### src/rtl/vdp_bus_pkg.sv
// Shared definitions for the CPU-to-VDP bus bridge.
//
// Contents:
//   FIFO_DEPTH_MIN / FIFO_DEPTH_MAX : legal range for the write-queue depth
//                                     (the depth must also be a power of two)
//   issue_state_t                   : states of the request-issue FSM
package vdp_bus_pkg;

    localparam int FIFO_DEPTH_MIN = 2;
    localparam int FIFO_DEPTH_MAX = 16;

    typedef enum logic [1:0] {
        ST_IDLE  = 2'd0,
        ST_WRITE = 2'd1,
        ST_READ  = 2'd2
    } issue_state_t;

endpackage

### src/rtl/cpu_bus_bridge_strobe_filter.sv
// Synchroniser and glitch filter for one active-low CPU strobe.
//
// Ports:
//   clk          : block clock
//   reset        : asynchronous active-high reset
//   strobe_n_raw : raw asynchronous strobe, active low
//   fall         : one-cycle pulse, registered in the same cycle the filtered
//                  strobe drops from 1 to 0
//
// The raw strobe passes through two flops. The filtered level only follows the
// synchronised level after FILTER_LEN consecutive disagreeing samples, and any
// agreeing sample restarts the count.
module strobe_filter #(
    parameter int FILTER_LEN = 3
) (
    input  logic clk,
    input  logic reset,
    input  logic strobe_n_raw,
    output logic fall
);

    localparam int CNT_W = $clog2(FILTER_LEN + 1);
    localparam logic [CNT_W-1:0] CNT_LAST = CNT_W'(FILTER_LEN - 1);

    logic             sync_q1;
    logic             sync_q2;
    logic             strobe_n_filt;
    logic [CNT_W-1:0] agree_cnt;

    // The synchroniser flops reset to the idle (high) level so that leaving
    // reset never looks like a strobe edge. The fall pulse is raised on the
    // same edge that commits the new low filtered level.
    always_ff @(posedge clk or posedge reset) begin
        if (reset) begin
            sync_q1       <= 1'b1;
            sync_q2       <= 1'b1;
            strobe_n_filt <= 1'b1;
            agree_cnt     <= '0;
            fall          <= 1'b0;
        end else begin
            sync_q1 <= strobe_n_raw;
            sync_q2 <= sync_q1;
            fall    <= 1'b0;
            if (sync_q2 != strobe_n_filt) begin
                if (agree_cnt == CNT_LAST) begin
                    strobe_n_filt <= sync_q2;
                    agree_cnt     <= '0;
                    fall          <= ~sync_q2;
                end else begin
                    agree_cnt <= agree_cnt + 1'b1;
                end
            end else begin
                agree_cnt <= '0;
            end
        end
    end

endmodule

### src/rtl/cpu_bus_bridge.sv
// Bridge from an asynchronous CPU strobe bus to the VDP request/acknowledge bus.
//
// Ports:
//   clk, reset          : block clock, asynchronous active-high reset
//   csr_n, csw_n        : raw CPU read / write strobes, active low
//   mode, cd_in         : raw CPU port-select and data bus
//   req, wrt, adr, dbo  : VDP request, write qualifier, port address, data
//   ack                 : VDP acknowledge
//   clr_err             : clears the sticky overflow/conflict flags
//   fifo_level          : number of writes waiting in the queue
//   overflow, conflict  : sticky error flags
//
// CPU writes are queued in a small FIFO; a CPU read sets a single pending flag.
// The issue FSM always drains queued writes before serving a pending read, so a
// read can never overtake a write that was queued before it.
module cpu_bus_bridge
    import vdp_bus_pkg::*;
#(
    parameter int ADDR_W     = 2,
    parameter int FILTER_LEN = 3,
    parameter int FIFO_DEPTH = 4
) (
    input  logic                          clk,
    input  logic                          reset,
    input  logic                          csr_n,
    input  logic                          csw_n,
    input  logic [ADDR_W-1:0]             mode,
    input  logic [7:0]                    cd_in,
    output logic                          req,
    output logic                          wrt,
    output logic [ADDR_W-1:0]             adr,
    output logic [7:0]                    dbo,
    input  logic                          ack,
    input  logic                          clr_err,
    output logic [$clog2(FIFO_DEPTH):0]   fifo_level,
    output logic                          overflow,
    output logic                          conflict
);

    localparam int PTR_W = $clog2(FIFO_DEPTH);
    localparam int LVL_W = PTR_W + 1;
    localparam int ENT_W = ADDR_W + 8;
    localparam logic [LVL_W-1:0] LVL_FULL = LVL_W'(FIFO_DEPTH);

    logic [ADDR_W-1:0] mode_s1, mode_s2;
    logic [7:0]        cd_s1, cd_s2;
    logic              rd_fall, wr_fall;
    logic              rd_event, wr_event, both_event;
    logic              push_ok, pop;
    logic [PTR_W-1:0]  wr_ptr, rd_ptr;
    logic [LVL_W-1:0]  level;
    logic [ENT_W-1:0]  mem [FIFO_DEPTH];
    logic [ENT_W-1:0]  head;
    logic              rd_pending, rd_done;
    logic [ADDR_W-1:0] rd_adr;

    issue_state_t      state, state_n;
    logic              req_n, wrt_n;
    logic [ADDR_W-1:0] adr_n;
    logic [7:0]        dbo_n;

    strobe_filter #(.FILTER_LEN(FILTER_LEN)) u_rd_filter (
        .clk          (clk),
        .reset        (reset),
        .strobe_n_raw (csr_n),
        .fall         (rd_fall)
    );

    strobe_filter #(.FILTER_LEN(FILTER_LEN)) u_wr_filter (
        .clk          (clk),
        .reset        (reset),
        .strobe_n_raw (csw_n),
        .fall         (wr_fall)
    );

    // Port-select and data only need plain two-flop synchronisation; the CPU
    // holds them stable for the whole strobe, well beyond the filter delay.
    always_ff @(posedge clk or posedge reset) begin
        if (reset) begin
            mode_s1 <= '0;
            mode_s2 <= '0;
            cd_s1   <= '0;
            cd_s2   <= '0;
        end else begin
            mode_s1 <= mode;
            mode_s2 <= mode_s1;
            cd_s1   <= cd_in;
            cd_s2   <= cd_s1;
        end
    end

    // Coincident read and write edges are ambiguous, so both are discarded and
    // only the conflict flag records them.
    always_comb begin
        both_event = rd_fall & wr_fall;
        rd_event   = rd_fall & ~wr_fall;
        wr_event   = wr_fall & ~rd_fall;
        push_ok    = wr_event && (level != LVL_FULL);
        head       = mem[rd_ptr];
    end

    // Queue storage carries no reset: emptiness is tracked by the pointers and
    // level alone.
    always_ff @(posedge clk) begin
        if (push_ok) begin
            mem[wr_ptr] <= {mode_s2, cd_s2};
        end
    end

    // Pointers wrap naturally because the depth is a power of two. A push to a
    // full queue is dropped even if a pop happens in the same cycle.
    always_ff @(posedge clk or posedge reset) begin
        if (reset) begin
            wr_ptr <= '0;
            rd_ptr <= '0;
            level  <= '0;
        end else begin
            if (push_ok) begin
                wr_ptr <= wr_ptr + 1'b1;
            end
            if (pop) begin
                rd_ptr <= rd_ptr + 1'b1;
            end
            case ({push_ok, pop})
                2'b10:   level <= level + 1'b1;
                2'b01:   level <= level - 1'b1;
                default: level <= level;
            endcase
        end
    end

    // Only one read can be outstanding; further read edges while one is
    // pending are merged into it and keep the first address.
    always_ff @(posedge clk or posedge reset) begin
        if (reset) begin
            rd_pending <= 1'b0;
            rd_adr     <= '0;
        end else if (rd_event && !rd_pending) begin
            rd_pending <= 1'b1;
            rd_adr     <= mode_s2;
        end else if (rd_done) begin
            rd_pending <= 1'b0;
        end
    end

    // Sticky error flags: a new error in the same cycle as a clear survives.
    always_ff @(posedge clk or posedge reset) begin
        if (reset) begin
            overflow <= 1'b0;
            conflict <= 1'b0;
        end else begin
            overflow <= (wr_event && (level == LVL_FULL)) | (overflow & ~clr_err);
            conflict <= both_event | (conflict & ~clr_err);
        end
    end

    // Issue FSM next-state and next-output logic. Bus outputs are registered
    // and hold their values while waiting for ack. Returning through IDLE after
    // every ack gives the one-cycle gap between requests. Queued writes take
    // priority over a pending read.
    always_comb begin
        state_n = state;
        req_n   = req;
        wrt_n   = wrt;
        adr_n   = adr;
        dbo_n   = dbo;
        pop     = 1'b0;
        rd_done = 1'b0;
        case (state)
            ST_IDLE: begin
                if (level != '0) begin
                    pop     = 1'b1;
                    adr_n   = head[ENT_W-1:8];
                    dbo_n   = head[7:0];
                    wrt_n   = 1'b1;
                    req_n   = 1'b1;
                    state_n = ST_WRITE;
                end else if (rd_pending) begin
                    adr_n   = rd_adr;
                    wrt_n   = 1'b0;
                    req_n   = 1'b1;
                    state_n = ST_READ;
                end
            end
            ST_WRITE: begin
                if (ack) begin
                    req_n   = 1'b0;
                    state_n = ST_IDLE;
                end
            end
            ST_READ: begin
                if (ack) begin
                    req_n   = 1'b0;
                    rd_done = 1'b1;
                    state_n = ST_IDLE;
                end
            end
            default: begin
                req_n   = 1'b0;
                state_n = ST_IDLE;
            end
        endcase
    end

    // Issue FSM state and output registers; reset abandons any request.
    always_ff @(posedge clk or posedge reset) begin
        if (reset) begin
            state <= ST_IDLE;
            req   <= 1'b0;
            wrt   <= 1'b0;
            adr   <= '0;
            dbo   <= '0;
        end else begin
            state <= state_n;
            req   <= req_n;
            wrt   <= wrt_n;
            adr   <= adr_n;
            dbo   <= dbo_n;
        end
    end

    assign fifo_level = level;

endmodule

### config.mk
export PLATFORM = sky130hd
export DESIGN_NAME = cpu_bus_bridge
export DESIGN_NICKNAME = d
export VERILOG_FILES = /design/src/rtl/vdp_bus_pkg.sv /design/src/rtl/cpu_bus_bridge_strobe_filter.sv /design/src/rtl/cpu_bus_bridge.sv
export SDC_FILE = /design/constraint.sdc
export NUM_CORES = 1
export LEC_CHECK = 0
export BUFFER_PORTS_ARGS = -buffer_cell sky130_fd_sc_hd__buf_2
export CAP_MARGIN = 20
export CORE_MARGIN = 8
export CORE_UTILIZATION = 30
export CTS_CLUSTER_SIZE = 10
export DETAILED_ROUTE_END_ITERATION = 12
export MAX_ROUTING_LAYER = met4
export PLACE_DENSITY = 0.42
export SETUP_SLACK_MARGIN = 0.15
export SLEW_MARGIN = 20
export SYNTH_ARGS = -nofsm -noshare
export SYNTH_HDL_FRONTEND = slang
export SYNTH_SLANG_ARGS = --single-unit
### constraint.sdc
create_clock -name clk -period 3.4 [get_ports clk]
set_input_delay 0.17 -clock clk [delete_from_list [all_inputs] [get_ports clk]]
set_output_delay 0.17 -clock clk [all_outputs]
set_load 0.1 [all_outputs]
==> results.sh, run 1 <==
export IMPL_cts_root_buf="clkbuf_16"
export IMPL_vias_per_cell=4.164
export IMPL_finalClockSkew_ns=0.007468
export IMPL_h_tree_depth=3
export IMPL_grt_usage=0.09071
export IMPL_overflow=0
export IMPL_post_cts_resized=0
export IMPL_via_count=1757
export IMPL_required_ns=3.62
export IMPL_leakage_nw=1.753
export IMPL_post_route_period_util=0.7425
export IMPL_drv_cap=0
export IMPL_post_route_util=0.3626
export IMPL_diodes=0
export IMPL_gp_congestion=0.6851
export IMPL_rows=40
export IMPL_path_class="flop to flop"
export IMPL_final_antenna_net_count=0
export IMPL_insertion_delay_ns=0.34
export IMPL_die_height_um=125.0
export IMPL_p_per_area_nw_per_um2=955.2
export IMPL_ys_seq_elements=98
export IMPL_gr_usage_met3=0.01912
export IMPL_dp_hpwl_mm=4.124
export IMPL_hp_class="primary input to asynchronous set/reset pin"
export IMPL_grt_first_pass_wirelength_mm=10.48
export IMPL_clk_pin_slew_ns=0.07
export IMPL_drive_gt1_frac=0.2545
export IMPL_syn_nets=242
export IMPL_ys_seq_area_frac=0.7465
export IMPL_outcome="finished clean"
export IMPL_clockBufferDepth=2
export IMPL_cts_sinks=98
export IMPL_routed_wl_mm=6.314
export IMPL_yosysUniqueCellTypes=31
export IMPL_rsz0062_at_grt="false"
export IMPL_placedCellCount=394
export IMPL_grtUsageMet1=0.1090
export IMPL_hold_violations=0
export IMPL_grt_pass1_vias=1959
export IMPL_numCtsBuffers=9
export IMPL_crit_path_start="fifo_level[2]"
export IMPL_fin_crit_ns=2.524
export IMPL_ios=33
export IMPL_busiest_layer="met2"
export IMPL_dieWidth_um=125.0
export IMPL_cts_tree="done"
export IMPL_syn_inst=218
export IMPL_initial_core_util=0.3017
export IMPL_yosysWarnings=0
export IMPL_portBuffers=32
export IMPL_syn2layout_area_growth_pct=20.19
export IMPL_slew_headroom=0.4019
export IMPL_slew_violations=0
export IMPL_worst_pin_slew_ns=0.8918
export IMPL_fin_nets=294
export IMPL_synth_area_um2=3563
export IMPL_mostFrequentLayoutCells="dfrtp_1, edfxtp_1, buf_2"
export IMPL_critPathMaxFanout=12
export IMPL_final_cells=422
export IMPL_layout_commonest_cell="dfrtp_1"
export IMPL_grt_use_met2=0.1314
export IMPL_start_kind="flop"
export IMPL_grt_max_degree=43
export IMPL_cp_arrival_ns=2.74
export IMPL_core_area_um2=11810
export IMPL_wl_per_cell_um=14.96
export IMPL_clock_fmax_mhz=396.1
export IMPL_die_area_um2=15620
export IMPL_drt_initial_drc_count=107
export IMPL_n_fill_cell=1149
export IMPL_first_pass_iters=4
export IMPL_r2r_start="fifo_level[2]"
export IMPL_setup_tns_ns=0
export IMPL_grt_antenna_before_repair=0
export IMPL_avgSynthCellArea_um2=16.35
export IMPL_cp_end_kind="flop"
export IMPL_drc_errors=0
export IMPL_final_setup_viol_count=0
export IMPL_max_vdd_ir_drop_v=0.0002261
[critical path, stage by stage, from the launching register on]
cell and delay, ns:
dfrtp_1 0.47, o31ai_2 0.81, inv_2 0.24, ha_1 0.28
inv_1 0.07, fa_1 0.17, xor2_1 0.15, nor2_1 0.06
xor2_1 0.13
[cell families (layout without fill, tap and decap cells)]
| kind of cell | Yosys count | count (layout) | synth area share |
|---|---|---|---|
| muxes | 16 | 16 | 0.08181 |
| AOI/OAI and AO/OA | 16 | 16 | 0.02774 |
| adders and majority gates | 8 | 8 | 0.03020 |
| xor gates and xnor gates | 8 | 8 | 0.01966 |
| buffers and inverters | 17 | 74 | 0.02001 |
| and+or+nand+nor | 55 | 55 | 0.07409 |
| DFF | 98 | 98 | 0.7465 |
[where the power goes]
group | switching [W] | total (W) | internal (W)
Clock | 0.000433 | 0.000929 | 0.000496
Sequential | 0.000209 | 0.00166 | 0.00145
Combinational | 0.00107 | 0.00150 | 0.000437
[registers in the layout, summed over array words and instances, names as in the netlist, 3 cells and up]
signal	cells
mem	40
cd_s2	8
cd_s1	8
dbo	8
fifo_level	3
[what timing repair did]
item | 4_1_cts | 5_1_grt
endpoints found under the setup margin | 0 | 0
hold buffers | 12 | 0
hold endpoints to repair | 12 | 0
setup buffers | 0 | 0
[metrics by stage]
| step | setup WS, ns | cell area (um^2) | hold WS, ns | total power (W) |
|---|---|---|---|---|
| after floorplan | 0.9096 | 3563 | 0.1745 | 0.002914 |
| after global placement | 0.8513 | 3892 | 0.2783 | 0.003203 |
| after detailed placement | 0.8421 | 3892 | 0.2794 | 0.003211 |
| after CTS | 0.8190 | 4283 | 0.02840 | 0.004168 |
| after global routing | 0.6777 | 4283 | 0.04132 | 0.004323 |
| final | 0.8756 | 4283 | 0.01541 | 0.004091 |
[metal layers]
metal	share of wire	up-vias
li1	-	867
met1	0.49	847
met3	0.026	12
met5	0	-
met4	0.032	0
met2	0.45	31
[Yosys cell counts]
library cell  instances  area [um^2]
nor2b_1               3        18.77
xor2_1                2        17.52
o22ai_1               4        25.02
dfstp_2               6        157.7
dfrtp_1              52         1301
and2_1                4        25.02
edfxtp_1             40         1201
and3b_1               2        17.52
a21oi_1               8        40.04
o21ai_0               1        5.000
mux2_1                1        11.26
nor3_1                3        15.01
nand2b_1              2        12.51
nor3b_1               3        22.52
inv_2                 1        3.750
buf_4                 1        7.510
fa_1                  1        20.02
a21o_1                1        7.510
mux4_2               10        225.2
nor2_1                5        18.77
a21oi_2               1        8.760
xnor2_1               6        52.55
mux2i_1               1        10.01
buf_2                 3        15.01
o31ai_2               1        12.51
or4b_1                1        10.01
ha_1                  7        87.58
inv_1                12        45.04
nand2_1              31        116.4
or4_1                 1        7.510
mux2_2                4        45.04
[final cells by class]
type,count,area [um^2],area share
multi-input cells,103,832.0,0.1943
flip-flops and latches,98,2660,0.6211
clock buffers,10,229.0,0.05346
well taps,147,183.9,0.04294
inverters,13,48.80,0.01139
clock inverters,6,41.29,0.009641
repair buffers,45,287.8,0.06719
[path summary, 6_finish.rpt]
check / endpoint / depth (start not counted) / slack, ns
max: fifo_level[2] / 8 / 0.88
min: mode_s1[1] / 2 / 0.02
max reg2reg: fifo_level[2] / 8 / 0.88
min reg2reg: cd_s2[3] / 0 / 0.35
max in group asynchronous: cd_s2[1] / 3 / 2.60
min in group clk: conflict / 2 / 0.04
(Power assumes the default switching activity.)
==> run 2: changes to the inputs <==
clock period = 2.45 ns   (was 3.4 ns; I/O delays follow)
==> results.sh, run 2 (synthesized netlist as in run 1, its figures left out) <==
export IMPL_min_path_cells=3
export IMPL_die_height_um=125.0
export IMPL_regMostFlops="mem"
export IMPL_final_setup_viol_count=0
export IMPL_drc_errors=0
export IMPL_rows=40
export IMPL_hp_class="primary input to flop"
export IMPL_worst_pin_slew_ns=0.6476
export IMPL_die_area_um2=15620
export IMPL_whs_ns=0.07943
export IMPL_drt_initial_drc_count=109
export IMPL_hold_buffers=14
export IMPL_cts_sinks=98
export IMPL_start_kind="flop"
export IMPL_post_route_period_util=0.8350
export IMPL_diodes=0
export IMPL_path_class="flop to flop"
export IMPL_routed_wl_mm=6.285
export IMPL_clk_pin_slew_ns=0.07
export IMPL_initial_core_util=0.3017
export IMPL_core_area_um2=11810
export IMPL_cts_root_buf="clkbuf_16"
export IMPL_required_ns=2.71
export IMPL_grt_antenna_before_repair=0
export IMPL_first_pass_iters=4
export IMPL_h_tree_depth=3
export IMPL_dp_slack_ns=0.3980
export IMPL_r2r_start="state[0]"
export IMPL_clockBufferDepth=2
export IMPL_overflow=0
export IMPL_grt_pass1_vias=1991
export IMPL_hp_start="ack"
export IMPL_slew_headroom=0.5683
export IMPL_cp_arrival_ns=2.31
export IMPL_worstRegToRegCells=10
export IMPL_setup_ws_ns=0.4042
export IMPL_p_per_area_nw_per_um2=1333
export IMPL_clock_fmax_mhz=488.8
export IMPL_rsz0062_at_grt="false"
export IMPL_hold_violations=0
export IMPL_ios=33
export IMPL_n_fill_cell=1107
export IMPL_outcome="finished clean"
export IMPL_max_vdd_ir_drop_v=0.0003592
export IMPL_cts_tree="done"
export IMPL_layout_commonest_cell="dfrtp_1"
export IMPL_post_cts_resized=0
export IMPL_vias_per_cell=4.227
export IMPL_insertion_delay_ns=0.34
export IMPL_slew_violations=0
export IMPL_regToRegSetupSlack_ns=0.40
export IMPL_multi_input_area_um2=832.0
export IMPL_drive_gt1_frac=0.2847
export IMPL_setup_tns_ns=0
export IMPL_numCtsBuffers=9
export IMPL_grt_first_pass_wirelength_mm=10.74
export IMPL_r2r_end="fifo_level[2]"
export IMPL_dieWidth_um=125.0
export IMPL_final_antenna_net_count=0
export IMPL_portBuffers=32
export IMPL_grt_usage=0.09166
export IMPL_fin_crit_ns=2.046
export IMPL_finalClockSkew_ns=0.008459
export IMPL_placedCellCount=398
export IMPL_holdPathEnd="rd_pending"
export IMPL_critPathMaxFanout=10
export IMPL_post_cts_buffers=0
export IMPL_syn2layout_area_growth_pct=22.19
export IMPL_cp_end_kind="flop"
export IMPL_largest_reg_flops=40
export IMPL_drv_cap=0
export IMPL_grt_max_degree=24
export IMPL_wl_per_cell_um=14.68
export IMPL_gp_congestion=0.7040
export IMPL_fin_nets=300
export IMPL_leakage_nw=1.781
export IMPL_regArea_um2=2664
export IMPL_mostFrequentLayoutCells="dfrtp_1, edfxtp_1, buf_2"
export IMPL_dp_hpwl_mm=4.151
export IMPL_final_cells=428
export IMPL_via_count=1809
==> run 2: cell count changes in the layout (fill, tap and decap cells not counted), sizes merged <==
cell	change
buf	+4
clkinv	-3
inv	+1
dlygate4sd3	+2
clkinvlp	+2
==> run 2: how the worst max path moves through the flow <==
stage	startpoint	to	slack [ns]
2_1_floorplan	fifo_level[2]	fifo_level[2]	0.33
3_3_place_gp	state[0]	fifo_level[2]	0.42
3_5_place_dp	state[0]	fifo_level[2]	0.40
4_1_cts	state[0]	fifo_level[2]	0.38
5_1_grt	state[0]	fifo_level[2]	0.17
6_report	state[0]	fifo_level[2]	0.40
==> run 2: layer usage <==
metal | up-vias | global-route usage | share of wire
met5 | - | - | 0
met4 | 0 | 0.05587 | 0.026
met3 | 10 | 0.02465 | 0.041
met2 | 40 | 0.1250 | 0.44
met1 | 875 | 0.1191 | 0.50
li1 | 884 | - | -
==> run 2: through the flow <==
stage / util / total power (W) / cell area (um^2)
after detailed placement: 0.3324 / 0.004507 / 3926
final: 0.3686 / 0.005802 / 4354
after global placement: 0.3324 / 0.004498 / 3926
after floorplan: - / 0.004049 / 3567
after global routing: 0.3686 / 0.006163 / 4354
after CTS: 0.3686 / 0.005895 / 4354
==> run 2: layout make-up <==
type	count	share of cell area
sequential	98	0.6118
multi-input combinational	103	0.1911
timing repair buffer	51	0.07759
clock buffer	10	0.05488
tap	147	0.04224
clock inverter	6	0.01121
inverter	13	0.01121
==> run 2: critical path, stage by stage, from the launching register on <==
cell	delay, ns
dfrtp_1	0.36
inv_1	0.09
ha_1	0.20
o31ai_2	0.09
inv_2	0.18
ha_1	0.22
inv_1	0.06
fa_1	0.37
xor2_1	0.15
nor2_1	0.11
xor2_1	0.16
==> run 2: power breakdown <==
group | total, W | switching (W) | internal (W)
clock | 0.00135 | 0.000628 | 0.000725
sequential | 0.00226 | 0.000241 | 0.00202
combinational | 0.00219 | 0.00154 | 0.000647
total | 0.00580 | 0.00241 | 0.00339
